`config.mk`:
```
export PLATFORM = sky130hd
export DESIGN_NAME = acq_baud_gen
export DESIGN_NICKNAME = d
export VERILOG_FILES = /design/src/rtl/uart_pkg.sv /design/src/rtl/acq_period_cnt.sv /design/src/rtl/acq_baud_gen.sv
export SDC_FILE = /design/constraint.sdc
export NUM_CORES = 1
export LEC_CHECK = 0
export BUFFER_PORTS_ARGS = -buffer_cell sky130_fd_sc_hd__buf_2
export CORE_AREA = 3 3 108 58
export DETAILED_ROUTE_END_ITERATION = 8
export DIE_AREA = 0 0 111 61
export PLACE_DENSITY = 0.86
export SETUP_SLACK_MARGIN = 0.1
export SLEW_MARGIN = 20
export SYNTH_ARGS = -nofsm -noshare
export SYNTH_HDL_FRONTEND = slang
export SYNTH_SLANG_ARGS = --single-unit
```
`constraint.sdc`:
```
create_clock -name clk -period 4.4 [get_ports clk]
set_input_delay 0.22 -clock clk [delete_from_list [all_inputs] [get_ports clk]]
set_output_delay 0.22 -clock clk [all_outputs]
set_load 0.005 [all_outputs]
```
`src/rtl/uart_pkg.sv`:
```
// rtl/uart_pkg.sv - shared uart defaults, baud FSM encoding and period helper
package uart_pkg;

  localparam logic [15:0] DEFAULT_PERIOD    = 16'd20;
  localparam logic [3:0]  DEFAULT_UP_TIME   = 4'd10;
  localparam logic [3:0]  DEFAULT_DOWN_TIME = 4'd5;

  typedef enum logic {
    ST_IDLE = 1'b0,
    ST_RUN  = 1'b1
  } baud_state_e;

  typedef struct packed {
    logic [15:0] period;
    logic [3:0]  up;
    logic [3:0]  down;
  } acq_cfg_t;

  // Period of 0 behaves as 1; the round-up period adds one clock without wrapping.
  function automatic logic [16:0] acq_len(input logic [15:0] period, input logic round_up);
    logic [16:0] base;
    base = (period == 16'd0) ? 17'd1 : {1'b0, period};
    return base + {16'd0, round_up};
  endfunction

endpackage

```
`src/rtl/acq_period_cnt.sv`:
```
// rtl/acq_period_cnt.sv - clearable terminal-count counter with a done strobe
module acq_period_cnt #(
  parameter int CNT_W = 16
) (
  input  logic           clk,
  input  logic           rst,
  input  logic           clr_i,
  input  logic           en_i,
  input  logic [CNT_W:0] term_i,
  output logic           done_o
);

  logic [CNT_W-1:0] cnt_q;
  logic [CNT_W-1:0] cnt_d;

  assign done_o = en_i && ({1'b0, cnt_q} == term_i);

  always_comb begin
    cnt_d = cnt_q;
    if (clr_i) begin
      cnt_d = '0;
    end else if (en_i) begin
      cnt_d = done_o ? '0 : cnt_q + CNT_W'(1);
    end
  end

  always_ff @(posedge clk) begin
    if (rst) begin
      cnt_q <= '0;
    end else begin
      cnt_q <= cnt_d;
    end
  end

endmodule

```
`src/rtl/acq_baud_gen.sv`:
```
// rtl/acq_baud_gen.sv - acquisition/bit timing generator with round-up/round-down periods
module acq_baud_gen
  import uart_pkg::*;
#(
  parameter int CNT_W = 16
) (
  input  logic        clk,
  input  logic        rst,
  input  logic        p_Enable_i,
  input  logic        p_Sync_i,
  input  logic [15:0] BaudRateGen_i,
  input  logic [7:0]  BitCompensation_i,
  output logic        p_AcqSig_o,
  output logic        p_BitSig_o,
  output logic [3:0]  AcqIndex_o,
  output logic        p_CfgErr_o
);

  baud_state_e state_q, state_d;
  acq_cfg_t    cfg_q, cfg_d;
  logic [4:0]  idx_q, idx_d;
  logic [3:0]  idxo_q, idxo_d;
  logic        acq_q, acq_d;
  logic        bit_q, bit_d;

  acq_cfg_t    live_cfg;
  logic        live_zero;
  logic [4:0]  last_idx;
  logic [16:0] len;
  logic [16:0] len_m1;
  logic [CNT_W:0] term;
  logic        cnt_clr;
  logic        cnt_en;
  logic        cnt_done;

  assign live_cfg  = '{period: BaudRateGen_i, up: BitCompensation_i[7:4], down: BitCompensation_i[3:0]};
  assign live_zero = (BitCompensation_i == 8'd0);
  assign last_idx  = {1'b0, cfg_q.up} + {1'b0, cfg_q.down} - 5'd1;
  assign len       = acq_len(cfg_q.period, idx_q < {1'b0, cfg_q.up});
  assign len_m1    = len - 17'd1;
  assign term      = (CNT_W+1)'(len_m1);

  acq_period_cnt #(.CNT_W(CNT_W)) u_period_cnt (
    .clk    (clk),
    .rst    (rst),
    .clr_i  (cnt_clr),
    .en_i   (cnt_en),
    .term_i (term),
    .done_o (cnt_done)
  );

  always_comb begin
    state_d = state_q;
    cfg_d   = cfg_q;
    idx_d   = idx_q;
    idxo_d  = idx_q[3:0];
    acq_d   = 1'b0;
    bit_d   = 1'b0;
    cnt_clr = 1'b0;
    cnt_en  = 1'b0;
    case (state_q)
      ST_IDLE: begin
        idx_d   = '0;
        idxo_d  = '0;
        cnt_clr = 1'b1;
        if (p_Enable_i && !live_zero) begin
          state_d = ST_RUN;
          cfg_d   = live_cfg;
        end
      end
      ST_RUN: begin
        if (!p_Enable_i) begin
          state_d = ST_IDLE;
          idx_d   = '0;
          idxo_d  = '0;
          cnt_clr = 1'b1;
        end else if (p_Sync_i) begin
          // Restart wins over any pulse that would have landed on this edge.
          cfg_d   = live_cfg;
          idx_d   = '0;
          idxo_d  = '0;
          cnt_clr = 1'b1;
          if (live_zero) state_d = ST_IDLE;
        end else begin
          cnt_en = 1'b1;
          if (cnt_done) begin
            acq_d = 1'b1;
            if (idx_q == last_idx) begin
              bit_d = 1'b1;
              idx_d = '0;
              cfg_d = live_cfg;
              if (live_zero) state_d = ST_IDLE;
            end else begin
              idx_d = idx_q + 5'd1;
            end
          end
        end
      end
      default: state_d = ST_IDLE;
    endcase
  end

  always_ff @(posedge clk) begin
    if (rst) begin
      state_q <= ST_IDLE;
      cfg_q   <= '{period: DEFAULT_PERIOD, up: DEFAULT_UP_TIME, down: DEFAULT_DOWN_TIME};
      idx_q   <= '0;
      idxo_q  <= '0;
      acq_q   <= 1'b0;
      bit_q   <= 1'b0;
    end else begin
      state_q <= state_d;
      cfg_q   <= cfg_d;
      idx_q   <= idx_d;
      idxo_q  <= idxo_d;
      acq_q   <= acq_d;
      bit_q   <= bit_d;
    end
  end

  // AcqIndex_o lags the period counter by one so a pulse carries the index it closes.
  assign p_AcqSig_o = acq_q;
  assign p_BitSig_o = bit_q;
  assign AcqIndex_o = idxo_q;
  assign p_CfgErr_o = p_Enable_i && live_zero;

endmodule

```
==> impl_results.md <==
- Result of the run: finished clean
- Fraction of final layout cells sized beyond drive strength 1: 0.164
- Final period utilization: 0.919
- Sinks on Clock Net: 52
- Worst rel slew slack: 0.571
- Least-Margin Pin Slew: 644 ps
- Most frequent standard cell in the layout excluding fill and tap cells: sky130_fd_sc_hd__dfxtp_1
- IO Port Bufs: 34
- Count of flip-flops with a built-in enable after synthesis: 0
- TritonCTS clock tree: yes
- Starting density of the core: 0.591
- Root Buffer: sky130_fd_sc_hd__clkbuf_8
- Critical path launch point type: flop
- Simple-Gate Fraction of Synth Area: 0.294
- Placer congestion estimate: 0.874
- Clock insertion delay at the later pin of the skew report: 310 ps
- Cell Count, Final, Fillers Out: 470
- Multiplexer fraction of the synthesized cell area: 0.0789
- Leak: 1.44 nW
- Final setup fails: 0
- Detailed-route wire length: 6.81 mm
- Syn_nets: 406
- Hold crit path type: primary input to flop
- Horizontal die dimension: 111 um
- Buffers inserted by post-CTS timing repair: 0
- Unrepaired setup endpoints after global routing: no
- Clock buffer count from CTS: 5
- Cell total after placement: 461
- Clock transition at path regs: 90 ps
- Number of global-route vias before repair: 2,533
- Number of nets at the end of the flow: 439
- Most frequently used flop master after synthesis: sky130_fd_sc_hd__dfxtp_1
- Dominant combinational cell family by area after synthesis: simple AND/OR/NAND/NOR gates
- Routed vias: 2,612
- Distinct cell type count after synthesis: 51
- Library cell with the largest summed area after synthesis: sky130_fd_sc_hd__dfxtp_1
- Power per cell area: 294 mW/mm^2
- Nature of the critical path endpoint: flop
- N_diodes: 0
- Pin count of the biggest net entering global routing: 52
- Top library cells by usage in the layout, fill and taps aside: sky130_fd_sc_hd__dfxtp_1, sky130_fd_sc_hd__nand2b_1, sky130_fd_sc_hd__nor2_1
- Post-layout min period: 4040 ps
- Number of placed I/O pins: 35
- WL per Instance: 14.5 um
- Number of H-tree levels: 2
- Detailed router's first-iteration violation count: 92
- Syn_area_per_cell: 8.79 um^2
- Largest fanout on the critical path: 11
- TritonRoute pass-1 iters: 5
- Wire length of the first global-routing pass: 11.4 mm
- Maximum clock path buffer count: 2
- Area share of the largest cell type after synthesis: 0.326
- Synthesis Warnings: 0
- Maximum vdd drop: 0.165 mV
- Worst Skew: 4.43 ps
- Proportion of synthesized flip-flops having asynchronous set or reset: 0
- Fmax: 0.247 GHz
- Synthesized netlist cell count: 363
- Share of synthesized cell area in full adder, half adder and majority cells: 0.0612
- Post-DR vias/cell: 5.56
- Total of max-cap violations: 0
- Y dimension of the die: 61 um
- HPWL after DPL: 5.10 mm
- Count of unresolved DRC violations after routing: 0
- Biggest area contributors in the synthesized netlist: sky130_fd_sc_hd__dfxtp_1, sky130_fd_sc_hd__mux2i_1, sky130_fd_sc_hd__nand2b_1, sky130_fd_sc_hd__xnor2_1, sky130_fd_sc_hd__ha_1
- Max-slew violation count: 0
- Number of antenna violations at the first check in global routing: 0
- Core Rows: 19
- Floorplan die area: 0.00677 mm^2
- Required time of the critical path: 4640 ps
- Area growth from synthesis to layout: 12.8%
- Synth Cell Area: 0.00319 mm^2
- Seq/Total Area, Yosys: 0.326
- Post-synthesis xor/xnor area fraction: 0.113
- Core area: 0.00540 mm^2
- Fin. Hold Viols: 0
- Class of the most critical setup path: flop to flop
- Register bit total from synthesis: 52
- Area fraction in compound gates after synthesis: 0.0781
- Setup Total Neg Slack: 0 ps
- Overall routing resource usage: 0.204
- Overflow after GRT: 0
- Register-to-Register Setup Slack: 360 ps
- Antenna violation net count after detailed routing: 0
- Arr. time, crit path: 4280 ps
==> power breakdown <==
group	total (mW)	internal [mW]	switching, mW
registers	0.508	0.487	0.0212
clock network	0.355	0.201	0.155
logic	0.193	0.0962	0.0963
total	1.06	0.784	0.272
==> logic make-up (layout without fill, tap and decap cells) <==
| kind of cell | count (synthesis) | after routing |
|---|---|---|
| compound gates | 34 | 34 |
| simple gates | 163 | 163 |
| buf+inv | 33 | 67 |
| fa+ha+maj | 15 | 15 |
| flops | 52 | 52 |
| xor+xnor | 41 | 41 |
| mux | 25 | 25 |
==> routing by layer <==
| layer | GRT usage | vias up | routed length, um |
|---|---|---|---|
| met1 | 0.248 | 1229 | 3100 |
| met4 | 0.0667 | 0 | 109 |
| met2 | 0.383 | 47 | 3340 |
| li1 | - | 1323 | - |
| met3 | 0.0349 | 13 | 254 |
| met5 | 0 | - | 0 |
==> synth_stat cells (2+ instances only) <==
| library cell | n |
|---|---|
| sky130_fd_sc_hd__or3_1 | 2 |
| sky130_fd_sc_hd__nand4_1 | 6 |
| sky130_fd_sc_hd__or2_2 | 2 |
| sky130_fd_sc_hd__and4_1 | 2 |
| sky130_fd_sc_hd__inv_1 | 18 |
| sky130_fd_sc_hd__nand3_1 | 16 |
| sky130_fd_sc_hd__nor4b_1 | 5 |
| sky130_fd_sc_hd__xnor2_1 | 24 |
| sky130_fd_sc_hd__a211oi_1 | 2 |
| sky130_fd_sc_hd__clkbuf_1 | 10 |
| sky130_fd_sc_hd__a31oi_1 | 2 |
| sky130_fd_sc_hd__a21oi_1 | 8 |
| sky130_fd_sc_hd__o21ai_0 | 9 |
| sky130_fd_sc_hd__nand2b_1 | 37 |
| sky130_fd_sc_hd__nor2_1 | 36 |
| sky130_fd_sc_hd__nor3_1 | 4 |
| sky130_fd_sc_hd__mux2i_1 | 24 |
| sky130_fd_sc_hd__xor2_1 | 17 |
| sky130_fd_sc_hd__nor2b_1 | 3 |
| sky130_fd_sc_hd__and3_1 | 5 |
| sky130_fd_sc_hd__nand2_1 | 12 |
| sky130_fd_sc_hd__and2_1 | 10 |
| sky130_fd_sc_hd__nor4_1 | 6 |
| sky130_fd_sc_hd__o211ai_1 | 2 |
| sky130_fd_sc_hd__buf_6 | 4 |
| sky130_fd_sc_hd__dfxtp_1 | 52 |
| sky130_fd_sc_hd__ha_1 | 14 |
| sky130_fd_sc_hd__nand4b_1 | 3 |
| sky130_fd_sc_hd__or4_1 | 4 |
| sky130_fd_sc_hd__nor3b_1 | 3 |
==> state kept, by name, summed over array words and instances (netlist names) <==
| name | count |
|---|---|
| AcqIndex_o | 4 |
| p_BitSig_o | 1 |
| idx_q | 5 |
| u_period_cnt.cnt_q | 16 |
| cfg_q | 24 |
| p_AcqSig_o | 1 |
| state_q | 1 |
==> critical path, cell delays in order (launching register included) <==
cell and delay, ps:
sky130_fd_sc_hd__dfxtp_1 400, sky130_fd_sc_hd__nor4_1 410, sky130_fd_sc_hd__nor4b_2 390, sky130_fd_sc_hd__a31oi_1 170
sky130_fd_sc_hd__ha_1 250, sky130_fd_sc_hd__buf_4 170, sky130_fd_sc_hd__and4b_1 210, sky130_fd_sc_hd__or4_1 510
sky130_fd_sc_hd__and3_1 230, sky130_fd_sc_hd__or4_4 600, sky130_fd_sc_hd__or4_1 480, sky130_fd_sc_hd__a21oi_1 140
==> area by class of cell <==
class / count / area [um^2]
clock buffers: 7 / 96.3
fillers: 428 / 1800
repair buffers: 41 / 253
well taps: 73 / 91.3
flip-flops and latches: 52 / 1040
inverters: 18 / 67.6
multi-input cells: 278 / 2020
clock inverters: 1 / 30.0
==> repair_timing <==
action,4_1_cts,5_1_grt
setup endpoints to repair,0,26
resized for setup,0,5
hold buffers,0,0
==> stage by stage <==
stage	total power, mW	instance area (um^2)	worst slack (ps)	utilization	hold slack, ps
3_3_place_gp	0.692	3420	391	0.634	461
6_report	1.06	3600	356	0.667	160
3_5_place_dp	0.701	3420	271	0.634	470
2_1_floorplan	0.653	3190	465	-	360
4_1_cts	1.05	3550	204	0.657	160
5_1_grt	1.10	3600	83.4	0.667	169
==> path summary, 6_finish.rpt <==
check | cells past startpoint | from | to
min reg2reg | 2 | cfg_q[1]$_SDFFE_PP0P_ | cfg_q[1]$_SDFFE_PP0P_
max | 11 | cfg_q[18]$_SDFFE_PP0P_ | idx_q[3]$_SDFFE_PP0P_
max reg2reg | 11 | cfg_q[18]$_SDFFE_PP0P_ | idx_q[3]$_SDFFE_PP0P_
min | 3 | BaudRateGen_i[7] | cfg_q[15]$_SDFFE_PP0P_
(Power assumes the default switching activity.)
